File: src/rtl/pipe_ctrl_pkg.sv
// rtl/pipe_ctrl_pkg.sv - shared types and constants for the pipeline stall/flush sequencer
package pipe_ctrl_pkg;

  typedef enum logic [1:0] {
    RUN      = 2'd0,
    MEM_WAIT = 2'd1,
    HALTED   = 2'd2
  } pipe_state_t;

  localparam int PIPE_REG_IDX_W = 4;

  // Enable vector bit order, MSB first: {pc, if_id, id_ex, ex_mem, mem_wb}
  localparam int EN_W      = 5;
  localparam int EN_PC     = 4;
  localparam int EN_IF_ID  = 3;
  localparam int EN_ID_EX  = 2;
  localparam int EN_EX_MEM = 1;
  localparam int EN_MEM_WB = 0;

  localparam logic [EN_W-1:0] EN_ALL    = 5'b11111;
  localparam logic [EN_W-1:0] EN_NONE   = 5'b00000;
  localparam logic [EN_W-1:0] EN_FROZEN = 5'b00001;
  localparam logic [EN_W-1:0] EN_LDUSE  = 5'b00111;

endpackage

File: src/rtl/pipeline_controller_hazard_detect.sv
// rtl/pipeline_controller_hazard_detect.sv - combinational load-use compare of ID sources against the EX load destination
module hazard_detect
  import pipe_ctrl_pkg::*;
#(
  parameter int REG_IDX_W = PIPE_REG_IDX_W
) (
  input  logic [REG_IDX_W-1:0] id_Ra,
  input  logic [REG_IDX_W-1:0] id_Rb,
  input  logic [REG_IDX_W-1:0] id_Rc,
  input  logic                 id_useRa,
  input  logic                 id_useRb,
  input  logic                 id_useRc,
  input  logic [REG_IDX_W-1:0] ex_Rc,
  input  logic                 ex_memToReg,
  input  logic                 ex_regWrite,
  output logic                 load_use
);

  logic hit_a;
  logic hit_b;
  logic hit_c;

  always_comb begin
    hit_a    = id_useRa && (id_Ra == ex_Rc);
    hit_b    = id_useRb && (id_Rb == ex_Rc);
    hit_c    = id_useRc && (id_Rc == ex_Rc);
    load_use = ex_memToReg && ex_regWrite && (hit_a || hit_b || hit_c);
  end

endmodule

File: src/rtl/pipeline_controller.sv
// rtl/pipeline_controller.sv - stall/flush sequencer for the 5-stage pipeline with memory-wait watchdog
// Optional perf counters (stall_cycles, flush_events) are built when PIPE_PERF_CNT_EN is defined.
module pipeline_controller
  import pipe_ctrl_pkg::*;
#(
  parameter int REG_IDX_W   = PIPE_REG_IDX_W,
  parameter int MEM_TIMEOUT = 64,
  parameter int TO_CNT_W    = 8
) (
  input  logic                 clk,
  input  logic                 rst,
  input  logic [REG_IDX_W-1:0] id_Ra,
  input  logic [REG_IDX_W-1:0] id_Rb,
  input  logic [REG_IDX_W-1:0] id_Rc,
  input  logic                 id_useRa,
  input  logic                 id_useRb,
  input  logic                 id_useRc,
  input  logic [REG_IDX_W-1:0] ex_Rc,
  input  logic                 ex_memToReg,
  input  logic                 ex_regWrite,
  input  logic                 ex_branchTaken,
  input  logic                 mem_req,
  input  logic                 mem_ack,
  input  logic                 wb_halt,
  output logic                 pc_en,
  output logic                 if_id_en,
  output logic                 id_ex_en,
  output logic                 ex_mem_en,
  output logic                 mem_wb_en,
  output logic                 if_id_flush,
  output logic                 id_ex_flush,
  output logic                 mem_wb_flush,
  output logic                 halted,
`ifdef PIPE_PERF_CNT_EN
  output logic [31:0]          stall_cycles,
  output logic [31:0]          flush_events,
`endif
  output logic                 mem_err
);

  localparam logic [TO_CNT_W-1:0] TO_LIMIT = TO_CNT_W'(MEM_TIMEOUT);
  localparam logic [TO_CNT_W-1:0] CNT_MAX  = '1;

  pipe_state_t         state_q, state_d;
  logic [TO_CNT_W-1:0] cnt_q, cnt_d;
  logic                err_q, err_d;

  logic [EN_W-1:0] en;
  logic            fl_if_id;
  logic            fl_id_ex;
  logic            fl_mem_wb;
  logic            service;
  logic            load_use;

  hazard_detect #(
    .REG_IDX_W (REG_IDX_W)
  ) u_hazard_detect (
    .id_Ra       (id_Ra),
    .id_Rb       (id_Rb),
    .id_Rc       (id_Rc),
    .id_useRa    (id_useRa),
    .id_useRb    (id_useRb),
    .id_useRc    (id_useRc),
    .ex_Rc       (ex_Rc),
    .ex_memToReg (ex_memToReg),
    .ex_regWrite (ex_regWrite),
    .load_use    (load_use)
  );

  always_comb begin
    state_d   = state_q;
    cnt_d     = cnt_q;
    err_d     = err_q;
    en        = EN_ALL;
    fl_if_id  = 1'b0;
    fl_id_ex  = 1'b0;
    fl_mem_wb = 1'b0;
    service   = 1'b0;

    unique case (state_q)
      RUN: begin
        if (wb_halt) begin
          state_d = HALTED;
        end else if (mem_req && !mem_ack) begin
          en        = EN_FROZEN;
          fl_mem_wb = 1'b1;
          cnt_d     = TO_CNT_W'(1);
          state_d   = MEM_WAIT;
        end else begin
          service = 1'b1;
        end
      end
      MEM_WAIT: begin
        if (mem_ack) begin
          service = 1'b1;
          cnt_d   = '0;
          state_d = RUN;
        end else begin
          en        = EN_FROZEN;
          fl_mem_wb = 1'b1;
          if (cnt_q == TO_LIMIT) begin
            err_d   = 1'b1;
            state_d = HALTED;
          end else if (cnt_q != CNT_MAX) begin
            cnt_d = cnt_q + TO_CNT_W'(1);
          end
        end
      end
      default: begin
        en = EN_NONE;
      end
    endcase

    // Branch squash outranks load-use: the dependent instruction is being flushed anyway.
    if (service) begin
      if (ex_branchTaken) begin
        fl_if_id = 1'b1;
        fl_id_ex = 1'b1;
      end else if (load_use) begin
        en       = EN_LDUSE;
        fl_id_ex = 1'b1;
      end
    end

    if (!rst) begin
      en        = EN_NONE;
      fl_if_id  = 1'b0;
      fl_id_ex  = 1'b0;
      fl_mem_wb = 1'b0;
    end
  end

  always_ff @(posedge clk or negedge rst) begin
    if (!rst) begin
      state_q <= RUN;
      cnt_q   <= '0;
      err_q   <= 1'b0;
    end else begin
      state_q <= state_d;
      cnt_q   <= cnt_d;
      err_q   <= err_d;
    end
  end

  assign pc_en        = en[EN_PC];
  assign if_id_en     = en[EN_IF_ID];
  assign id_ex_en     = en[EN_ID_EX];
  assign ex_mem_en    = en[EN_EX_MEM];
  assign mem_wb_en    = en[EN_MEM_WB];
  assign if_id_flush  = fl_if_id;
  assign id_ex_flush  = fl_id_ex;
  assign mem_wb_flush = fl_mem_wb;
  assign halted       = rst && (state_q == HALTED);
  assign mem_err      = err_q;

`ifdef PIPE_PERF_CNT_EN
  logic [31:0] stall_q, stall_d;
  logic [31:0] flush_q, flush_d;

  always_comb begin
    stall_d = stall_q;
    flush_d = flush_q;
    if (!en[EN_PC] && (state_q != HALTED)) stall_d = stall_q + 32'd1;
    if (fl_if_id || fl_id_ex)              flush_d = flush_q + 32'd1;
  end

  always_ff @(posedge clk or negedge rst) begin
    if (!rst) begin
      stall_q <= '0;
      flush_q <= '0;
    end else begin
      stall_q <= stall_d;
      flush_q <= flush_d;
    end
  end

  assign stall_cycles = stall_q;
  assign flush_events = flush_q;
`endif

endmodule

File: config.mk
export PLATFORM = sky130hd
export DESIGN_NAME = pipeline_controller
export DESIGN_NICKNAME = d
export VERILOG_FILES = /design/src/rtl/pipe_ctrl_pkg.sv /design/src/rtl/pipeline_controller_hazard_detect.sv /design/src/rtl/pipeline_controller.sv
export SDC_FILE = /design/constraint.sdc
export NUM_CORES = 1
export LEC_CHECK = 0
export ABC_AREA = 1
export CAP_MARGIN = 20
export CORE_UTILIZATION = 40
export DETAILED_ROUTE_END_ITERATION = 7
export GPL_TIMING_DRIVEN = 0
export PLACE_DENSITY = 0.77
export SETUP_SLACK_MARGIN = 0.1
export SYNTH_ARGS = -nofsm -noshare
export SYNTH_HDL_FRONTEND = slang
export SYNTH_SLANG_ARGS = --single-unit
export TNS_END_PERCENT = 20
File: constraint.sdc
create_clock -name clk -period 3 [get_ports clk]
set_clock_uncertainty 0.1 [all_clocks]
set_input_delay 0.3 -clock clk [delete_from_list [all_inputs] [get_ports clk]]
set_output_delay 0.3 -clock clk [all_outputs]
set_load 0.02 [all_outputs]
==> metrics.log <==
[metrics] Clock Power Share: 0.303
[metrics] register bit total from synthesis: 11
[metrics] number of buffers and inverters on the critical path: 6
[metrics] Flop pwr share: 0.450
[metrics] post-route clock period utilization: 0.876
[metrics] worst reg-to-reg path cell count: 9
[metrics] Slowest-stage cell, CP: clkdlybuf4s50_1
[metrics] Die Span X: between 50 and 60 µm
[metrics] required time of the critical path: between 2 and 3 ns
[metrics] library cells used by synthesis: 22
[metrics] full die area: 2840 µm²
[metrics] result of the run: completed
[metrics] number of violations of the max-capacitance limit: 0
[metrics] Pint: 0.000250 W
[metrics] largest fanout on the critical path: 7
[metrics] pin count of the biggest net entering global routing: 14
[metrics] Max Transition Viols Final: 0
[metrics] count of standard-cell rows: 18
[metrics] number of warnings reported in the yosys synthesis log: 0
[metrics] routability congestion estimate: between 0.8 and 0.9
[metrics] dominant delay contributor by cell family on the critical path: buffers and inverters
[metrics] CTS tree: yes
[metrics] DP Wirelength: 2130 µm
[metrics] slew at the pin closest to its max-slew limit: 0.552 ns
[metrics] area inside the core boundary: 2480 µm²
[metrics] hold buffers post-CTS: 0
[metrics] endpoint kind of the worst setup timing path: output pin
[metrics] Post-Place Worst Slack: 0.0936 ns
[metrics] Cell Chain, Critical Path: dlygate4sd2_1 -> inv_2 -> nand2_2 -> nand2_1 -> o21ai_0 -> inv_1 -> nor2_1 -> nand3_1 -> nand2_1 -> inv_1 -> buf_4 -> clkdlybuf4s50_1
[metrics] global route overflow: 0
[metrics] number of cells upsized or downsized after cts: 2
[metrics] cts bufs inserted: 3
[metrics] Post-Syn Instances: 175
[metrics] total I/O pin count: 37
[metrics] global-route usage over all layers: 0.207
[metrics] iteration count of the initial detailed-routing pass: 4
[metrics] worst min-delay path class: in -> async
[metrics] routed vias: 1182
[metrics] cell area after technology mapping: 1050 µm²
[metrics] R2R Setup Slk: roughly 1.3 ns
[metrics] ANT cells: 0
[metrics] first-pass GRT wire length: ~4300 µm
[metrics] per-instance average area after synthesis: around 6 µm²
[metrics] Net Sw Power: between 0.00009 and 0.0001 W
[metrics] effective utilization at floorplan: 0.424
[metrics] critical setup path kind: in -> out
[metrics] number of I/O port buffers: 36
[metrics] destination of the worst register-to-register timing path: cnt_q[0]
[metrics] clk sink count: 11
[metrics] power density over the cells: about 230 nW/µm²
[metrics] antenna violations before repair: 0
[metrics] WL per Instance: about 11 µm
[metrics] Storage cell area: 275 µm²
[metrics] worst vdd rail ir drop: between 0.15 and 0.2 mV
[metrics] number of nets with antenna violations after routing: 0
[metrics] maximum level of the CTS H-tree: 1
[metrics] switching share of power: 0.277
[metrics] setup total negative slack: 0 ns
[metrics] Achievable Freq: ~380 MHz
[metrics] Final Hold Vio Count: 0
[metrics] min Tclk post-route: approximately 2.6 ns
[metrics] number of buffers added for setup after CTS: 0
[metrics] number of gates on the worst path with buffers counted: 12
[metrics] combinational cell fraction of total power: 0.247
[metrics] Setup Viol. Count Final: 0
[metrics] Post-Route WL: between 2000 and 3000 µm
[metrics] clock insertion delay at the later pin of the skew report: about 0.28 ns
[metrics] area of combinational cells with multiple inputs: 616 µm²
[metrics] startpoint type of the worst setup path: primary input
[metrics] share of synthesized area occupied by flip-flops and latches: 0.262
[metrics] register clock-pin slew on the reported worst setup and hold paths: approximately 0.080 ns
[metrics] longest individual stage delay on the worst path: about 0.53 ns
[metrics] startpoint of the worst-slack reg-to-reg timing path: cnt_q[0]
[metrics] hold slack final: approximately 0.0057 ns
[metrics] leakage power: slightly above 0.7 nW
[metrics] total design power: roughly 0.00035 W
[metrics] cell at the root of the clock tree: clkbuf_4
[metrics] worst path setup slack after routing: around 0.37 ns
[metrics] cell area after layout: 1470 µm²
[metrics] Post-Syn Nets: 204
[metrics] arrival time reported for the critical path endpoint: 2.23 ns
[metrics] filler cell count in the final layout: roughly 240
[metrics] buffer depth of the longest clock path: 2
[metrics] DRC errors left: 0
[metrics] die span in y: approximately 53 µm
[metrics] Layout area overhead: 40.1%
[metrics] via count of the first global-routing pass: ~1000
[metrics] total number of nets in the final design: between 200 and 250
[metrics] DP Area: about 1400 µm²
[metrics] via-per-instance ratio: just under 5
[metrics] unrepaired setup endpoints after global routing: false
[metrics] number of design-rule violations left by the first detailed-router iteration: 29
[metrics] share of cells above drive strength 1: 0.107
[metrics] headroom to the max-slew limit: 0.632
==> sequential cells by signal, summed over array words and instances (netlist names) <==
| signal | count |
|---|---|
| cnt_q | 8 |
| state_q | 2 |
| mem_err | 1 |
==> layout by cell type (no fill, tap or decap), drive strengths merged <==
cell	instances
buf	3
nor4	2
dfrtp	11
nand4	3
nor2	25
o211ai	1
nand2	56
a21oi	4
o21ai	13
clkbuf	4
nand3	14
inv	35
ha	2
nor3	3
xnor2	3
dlygate4sd2	2
clkdlybuf4s50	34
==> stage by stage <==
step,std cells,util
floorplan,175,-
global placement,241,0.585
detailed placement,241,0.585
CTS,245,0.594
global route,245,0.594
finish,245,0.594
==> worst max path at each step <==
stage                           from  endpoint
after floorplan           state_q[1]     pc_en
after global placement       mem_ack     pc_en
after detailed placement     mem_ack     pc_en
after CTS                    mem_ack     pc_en
after global routing             rst     pc_en
final                        mem_ack     pc_en
==> cell families (layout without fill, tap and decap cells) <==
| kind of cell | after synthesis | in the layout | synth area share |
|---|---|---|---|
| flip-flops | 11 | 11 | 0.262 |
| AO/OA/AOI/OAI | 18 | 18 | 0.113 |
| XOR/XNOR | 3 | 3 | 0.0250 |
| AND/OR/NAND/NOR | 103 | 103 | 0.424 |
| buffers and inverters | 38 | 78 | 0.152 |
| adder cells (fa/ha/maj) | 2 | 2 | 0.0238 |
==> cell usage after synthesis <==
master	n	area share
a21oi_2	1	0.0083
nor2_4	2	0.021
nand3_1	14	0.067
dfrtp_1	11	0.26
o211ai_1	1	0.0071
nor2_1	21	0.075
buf_4	2	0.014
xnor2_1	3	0.025
inv_1	31	0.11
inv_2	3	0.011
a21oi_1	3	0.014
nor2_2	2	0.012
nor3_1	3	0.014
o21ai_2	6	0.050
nand4_1	3	0.018
inv_4	1	0.0060
ha_1	2	0.024
o21ai_0	7	0.033
nand2_2	2	0.012
nand2_1	54	0.19
nor4_1	2	0.012
buf_6	1	0.011
==> layer usage <==
layer,part of all wire,vias up,GRT usage
met3,0.080,4,0.0546
met1,0.45,517,0.253
met2,0.46,39,0.342
li1,-,622,-
met5,0,-,0
met4,0.0092,0,0.0789
==> layout make-up <==
cell class	instances	area share
well taps	30	0.0255
clock buffers	4	0.0178
repair buffers	36	0.243
multi-input cells	126	0.418
flip-flops and latches	11	0.187
plain buffers	3	0.0178
inverters	35	0.0909
==> power by group through the flow <==
stage	Combinational, W	Sequential, W	Clock (W)
final	0.0000854	0.000156	0.000105
after detailed placement	0.0000862	0.000158	0
after CTS	0.0000859	0.000155	0.000107
after global routing	0.0000957	0.000156	0.000115
after global placement	0.0000842	0.000158	0
after floorplan	0.0000365	0.000157	0
Note: power is estimated with default switching activity, not from simulation.
